$ cat config.mk
export PLATFORM = sky130hd
export DESIGN_NAME = alu_pipe
export DESIGN_NICKNAME = d
export VERILOG_FILES = /design/src/rtl/alu_pipe.sv
export SDC_FILE = /design/constraint.sdc
export NUM_CORES = 1
export LEC_CHECK = 0
export CAP_MARGIN = 20
export CORE_ASPECT_RATIO = 1.1
export CORE_UTILIZATION = 24
export DETAILED_ROUTE_END_ITERATION = 12
export DONT_BUFFER_PORTS = 1
export PLACE_DENSITY = 0.43
export RECOVER_POWER = 50
export SLEW_MARGIN = 25
export SYNTH_ARGS = -nofsm -noshare
export SYNTH_HDL_FRONTEND = slang
export SYNTH_SLANG_ARGS = --single-unit
$ cat constraint.sdc
create_clock -name clk -period 10.9 [get_ports clk]
set_input_delay 2.18 -clock clk [delete_from_list [all_inputs] [get_ports clk]]
set_output_delay 2.18 -clock clk [all_outputs]
set_load 0.005 [all_outputs]
$ cat src/rtl/alu_pipe.sv
// rtl/alu_pipe.sv - two-stage pipelined ALU with valid/ready handshake and registered flags
module alu_pipe #(
    parameter int WIDTH = 32,
    parameter int SHW   = $clog2(WIDTH)
) (
    input  logic             clk,
    input  logic             rst_n,
    input  logic             in_valid,
    output logic             in_ready,
    input  logic [WIDTH-1:0] a,
    input  logic [WIDTH-1:0] b,
    input  logic [4:0]       sel,
    output logic             out_valid,
    input  logic             out_ready,
    output logic [WIDTH-1:0] f,
    output logic             flag_z,
    output logic             flag_n,
    output logic             flag_c,
    output logic             flag_v,
    output logic             err
);

    localparam logic [1:0] GRP_ARITH = 2'b00;
    localparam logic [1:0] GRP_SHIFT = 2'b01;
    localparam logic [1:0] GRP_LOGIC = 2'b10;

    logic             s1_valid;
    logic [WIDTH-1:0] s1_a;
    logic [WIDTH-1:0] s1_b;
    logic [4:0]       s1_sel;
    logic             s2_ready;

    assign s2_ready = !out_valid || out_ready;
    assign in_ready = !s1_valid || s2_ready;

    logic [1:0]              grp;
    logic [2:0]              aop;
    logic [1:0]              sop;
    logic [SHW-1:0]          s;
    logic [WIDTH-1:0]        opb;
    logic                    cin;
    logic                    sub;
    logic [WIDTH:0]          sum;
    logic [WIDTH:0]          shl_w;
    logic [WIDTH:0]          lsr_w;
    logic signed [WIDTH:0]   asr_in;
    logic [WIDTH:0]          asr_w;
    logic [SHW:0]            rot_amt;
    logic [WIDTH-1:0]        rot;
    logic [WIDTH-1:0]        r_f;
    logic                    r_c;
    logic                    r_v;
    logic                    r_err;

    assign grp = s1_sel[4:3];
    assign aop = {s1_sel[0], s1_sel[1], s1_sel[2]};
    assign sop = {s1_sel[0], s1_sel[1]};
    assign s   = s1_b[SHW-1:0];

    // Shifts carry one extra bit so the last bit shifted out falls into it (0 when s = 0).
    assign shl_w   = {1'b0, s1_a} << s;
    assign lsr_w   = {s1_a, 1'b0} >> s;
    assign asr_in  = {s1_a, 1'b0};
    assign asr_w   = asr_in >>> s;
    assign rot_amt = (SHW + 1)'(WIDTH) - {1'b0, s};
    assign rot     = (s1_a << s) | (s1_a >> rot_amt);

    always_comb begin
        opb = s1_b;
        cin = 1'b0;
        sub = 1'b0;
        case (aop)
            3'b001:  cin = 1'b1;
            3'b010:  sub = 1'b1;
            3'b011:  begin sub = 1'b1; cin = 1'b1; end
            3'b100:  opb = WIDTH'(1);
            3'b101:  begin opb = WIDTH'(1); sub = 1'b1; end
            default: ;
        endcase
        if (sub)
            sum = {1'b0, s1_a} - {1'b0, opb} - {{WIDTH{1'b0}}, cin};
        else
            sum = {1'b0, s1_a} + {1'b0, opb} + {{WIDTH{1'b0}}, cin};
    end

    always_comb begin
        r_f   = '0;
        r_c   = 1'b0;
        r_v   = 1'b0;
        r_err = 1'b0;
        case (grp)
            GRP_ARITH: begin
                if (aop == 3'b110) begin
                    r_f = s1_a;
                end else if (aop != 3'b111) begin
                    r_f = sum[WIDTH-1:0];
                    r_c = sum[WIDTH];
                    if (sub)
                        r_v = (s1_a[WIDTH-1] != opb[WIDTH-1]) && (r_f[WIDTH-1] != s1_a[WIDTH-1]);
                    else
                        r_v = (s1_a[WIDTH-1] == opb[WIDTH-1]) && (r_f[WIDTH-1] != s1_a[WIDTH-1]);
                end
            end
            GRP_LOGIC: begin
                case (sop)
                    2'b00:   r_f = s1_a & s1_b;
                    2'b01:   r_f = s1_a | s1_b;
                    2'b10:   r_f = s1_a ^ s1_b;
                    default: r_f = ~s1_a;
                endcase
            end
            GRP_SHIFT: begin
                case (sop)
                    2'b00:   begin r_f = shl_w[WIDTH-1:0]; r_c = shl_w[WIDTH]; end
                    2'b01:   begin r_f = lsr_w[WIDTH:1];   r_c = lsr_w[0];     end
                    2'b10:   begin r_f = rot;              r_c = rot[0];       end
                    default: begin r_f = asr_w[WIDTH:1];   r_c = asr_w[0];     end
                endcase
            end
            default: r_err = 1'b1;
        endcase
    end

    always_ff @(posedge clk) begin
        if (!rst_n) begin
            s1_valid <= 1'b0;
            s1_a     <= '0;
            s1_b     <= '0;
            s1_sel   <= '0;
        end else if (in_ready) begin
            s1_valid <= in_valid;
            if (in_valid) begin
                s1_a   <= a;
                s1_b   <= b;
                s1_sel <= sel;
            end
        end
    end

    // Output register holds until taken; it only reloads when stage 2 is free.
    always_ff @(posedge clk) begin
        if (!rst_n) begin
            out_valid <= 1'b0;
            f         <= '0;
            flag_z    <= 1'b0;
            flag_n    <= 1'b0;
            flag_c    <= 1'b0;
            flag_v    <= 1'b0;
            err       <= 1'b0;
        end else if (s2_ready) begin
            out_valid <= s1_valid;
            if (s1_valid) begin
                f      <= r_f;
                flag_z <= (r_f == '0);
                flag_n <= r_f[WIDTH-1];
                flag_c <= r_c;
                flag_v <= r_v;
                err    <= r_err;
            end
        end
    end

endmodule
==> summary.md <==
| Metric | Value |
|---|---|
| Count leader, synth | `nand2_1` |
| Largest area contributor in the netlist | `mux4_2` |
| Post_cts resized | `0` |
| Die Y | `297 µm` |
| Detailed Route WL | `between 100 and 150 mm` |
| Via density | `5.98` |
| Mapped Cells | `between 2000 and 3000` |
| ANT nets after route | `0` |
| Yosys cell types | `95` |
| Via Count | `just over 20000` |
| Clock-pin slew on the worst setup and hold paths | `roughly 0.1 ns` |
| Slew headroom | `-0.908` |
| Critical Path End Type | `flip-flop` |
| Placed inst area | `19900 µm²` |
| Unrepaired setup endpoints after global routing | `no` |
| Power Dens Cells | `about 98 nW/µm²` |
| Synthesized area | `between 15000 and 20000 µm²` |
| Grt total ovfl | `0` |
| Final min period | `~6.7 ns` |
| EDFF count, synth | `0` |
| Ys async rst share | `0` |
| Clock power share | `0.200` |
| Int Pwr | `0.000974 W` |
| Syn_area_per_cell | `7.45 µm²` |
| Core area | `77800 µm²` |
| Layout Skew | `0.0204 ns` |
| Peak supply drop | `0.0000598 V` |
| Later-pin clock latency in the skew report | `0.43 ns` |
| Worst EP arrival | `approximately 7.1 ns` |
| Total global-route track usage | `0.273` |
| HP Class | `flip-flop to flip-flop` |
| Max Fclk | `~0.15 GHz` |
| Final Slew Violations | `between 100 and 150` |
| Placement Rows | `roughly 110` |
| Fin. Hold Viols | `0` |
| Finish-stage setup viols | `0` |
| Top cells by count, synth | `nand2_1 (352), a21oi_1 (222), nor2_1 (217)` |
| CTS Sinks | `107` |
| Io pins | `112` |
| Non-filler cells, final | `3461` |
| Area contributors post-synth | `mux4_2 (13%), dfxtp_1 (11%), ha_1 (10%)` |
| Mean routed wirelength per cell | `32.4 µm` |
| Worst Setup Start Kind | `flip-flop` |
| Crit Path Category | `flip-flop to flip-flop` |
| Postcts setup bufs | `0` |
| Outcome | `finished with violations` |
| Final instance area | `20200 µm²` |
| First-pass GRT wire length | `157 mm` |
| Share of layout cells above drive strength 1 | `0.123` |
| Sw Ratio | `0.508` |
| Final Hold Slack | `0.479 ns` |
| RePlAce Congestion | `1.01` |
| # H-tree levels | `3` |
| Seq cells post-synth | `107` |
| Top cell type's share of synthesized area | `0.126` |
| Syn. warnings | `0` |
| Starting DRC count in detailed routing | `between 2000 and 2500` |
| DRC | `0` |
| Worst Max-Slew Pin Slew | `2.86 ns` |
| CTS tree | `yes` |
| PortBufs | `0` |
| Psw | `0.00101 W` |
| Post-DP HPWL | `about 85 mm` |
| Chip width | `about 270 µm` |
| Synthesized Nets | `about 2800` |
| Crit Path Max Fanout | `34` |
| Vias in the first global route | `20100` |
| Tcrit/Tclk final | `0.615` |
| Total CTS buffers | `9` |
| First drt pass iteration count | `6` |
| Dominant synthesized flop cell | `dfxtp_1` |
| Seq/Total Area, Yosys | `0.113` |
| Part of the power in registers | `0.228` |
| Die area | `80100 µm²` |
| Clk buf depth | `2` |
| Largest net degree at the start of global routing | `77` |
| Gate power share | `0.572` |
| Nets | `2654` |
| Hold buffers post-CTS | `0` |
| Max Cap Viol | `2` |
| Area grow syn2layout | `6.48%` |
| Critical Path RT | `11.28 ns` |
| Setup TNS | `0 ns` |
| Static Leak | `7.75 nW` |
| Starting Density | `0.244` |
| Dpl cells | `3442` |
| Initial antenna violation count | `4` |
| CTS Root Cell | `clkbuf_16` |
| Failing checks | `capacitance limit, slew limit` |
## metal layers
| metal | part of all wire | routed length (µm) | GRT usage | vias to the layer above |
|---|---|---|---|---|
| li1 | - | - | - | 9094 |
| met1 | 0.43 | 47700 | 0.357 | 10400 |
| met3 | 0.070 | 7860 | 0.0435 | 197 |
| met5 | 0 | 0 | 0 | - |
| met2 | 0.46 | 51500 | 0.441 | 1029 |
| met4 | 0.046 | 5160 | 0.116 | 0 |
## critical path, stage by stage (launching register included)
cell and delay (ns):
dfxtp_1 0.31, buf_4 0.42, clkinv_1 0.32, nor2_2 0.16, buf_4 0.43, nor2_1 0.18, ha_1 0.43, inv_1 0.06
ha_1 0.37, nand2_1 0.07, o211ai_1 0.46, and4_1 0.38, nor3_1 0.10, o21ai_0 0.79, xor2_1 0.20, a221oi_1 0.83
nand2_1 0.10, nor4_1 0.56, and4_1 0.29, a41o_1 0.16
## cell usage in the layout (no fill, tap or decap), types with 14 or more instances in the layout
cell,instances
inv_1,168
and3_1,14
nor4_1,20
xnor2_1,38
a21o_1,19
a221oi_1,20
mux2_2,37
nand2b_1,26
nand4_1,21
nand2_1,351
mux2i_1,80
a31oi_1,24
nor2b_1,29
a22oi_1,15
buf_4,85
nor3_1,52
or2_2,14
o21ai_0,118
o22ai_1,31
a21oi_1,222
mux4_2,106
nor2_1,214
ha_1,159
dfxtp_1,100
o211ai_1,33
nand3_1,62
a211oi_1,51
## power groups by stage
stage               combinational (W)  clock, W  sequential [W]
finish                        0.00113  0.000395        0.000452
global route                  0.00120  0.000419        0.000455
CTS                           0.00111  0.000410        0.000452
detailed placement            0.00110         0        0.000461
global placement              0.00111         0        0.000460
floorplan                    0.000724         0        0.000443
## final cells by class
type                    count  area [µm²]
repair buffers             87         653
diodes                      4        10.0
fillers                  8576       57600
clock inverters             6        83.8
inverters                 174         654
clock buffers               9         225
multi-input cells        2039       15100
flip-flops and latches    107        2160
well taps                1035        1290
## stage by stage
stage          total power, W   util  worst slack [ns]
6_report              0.00198  0.260              4.19
5_1_grt               0.00208  0.259              3.98
4_1_cts               0.00197  0.259              4.28
3_5_place_dp          0.00157  0.255              4.31
3_3_place_gp          0.00157  0.255              4.36
2_1_floorplan         0.00117      -              5.79
## cells by family after synthesis
| group | share of synthesized area |
|---|---|
| flops | 0.113 |
| xor+xnor | 0.0236 |
| simple gates | 0.207 |
| buf+inv | 0.0928 |
| compound gates | 0.257 |
| mux | 0.198 |
| fa+ha+maj | 0.109 |
## registers in the layout, summed over array words and instances, names as in the netlist, 5 cells and up
register,cells
s1_b,32
s1_sel,5
s1_a,32
f,32
## worst paths after layout
path | startpoint | end | slack [ns] | depth (start not counted)
worst min-delay path | err$_SDFFE_PN0P_ | err$_SDFFE_PN0P_ | 0.48 | 2
worst max-delay path | s1_sel[0]$_SDFFE_PN0P_ | flag_z$_SDFFE_PN0P_ | 4.19 | 19
worst max register to register | s1_sel[0]$_SDFFE_PN0P_ | flag_z$_SDFFE_PN0P_ | 4.19 | 19
worst min register to register | err$_SDFFE_PN0P_ | err$_SDFFE_PN0P_ | 0.48 | 2
Power figures use the tool's default switching activity.
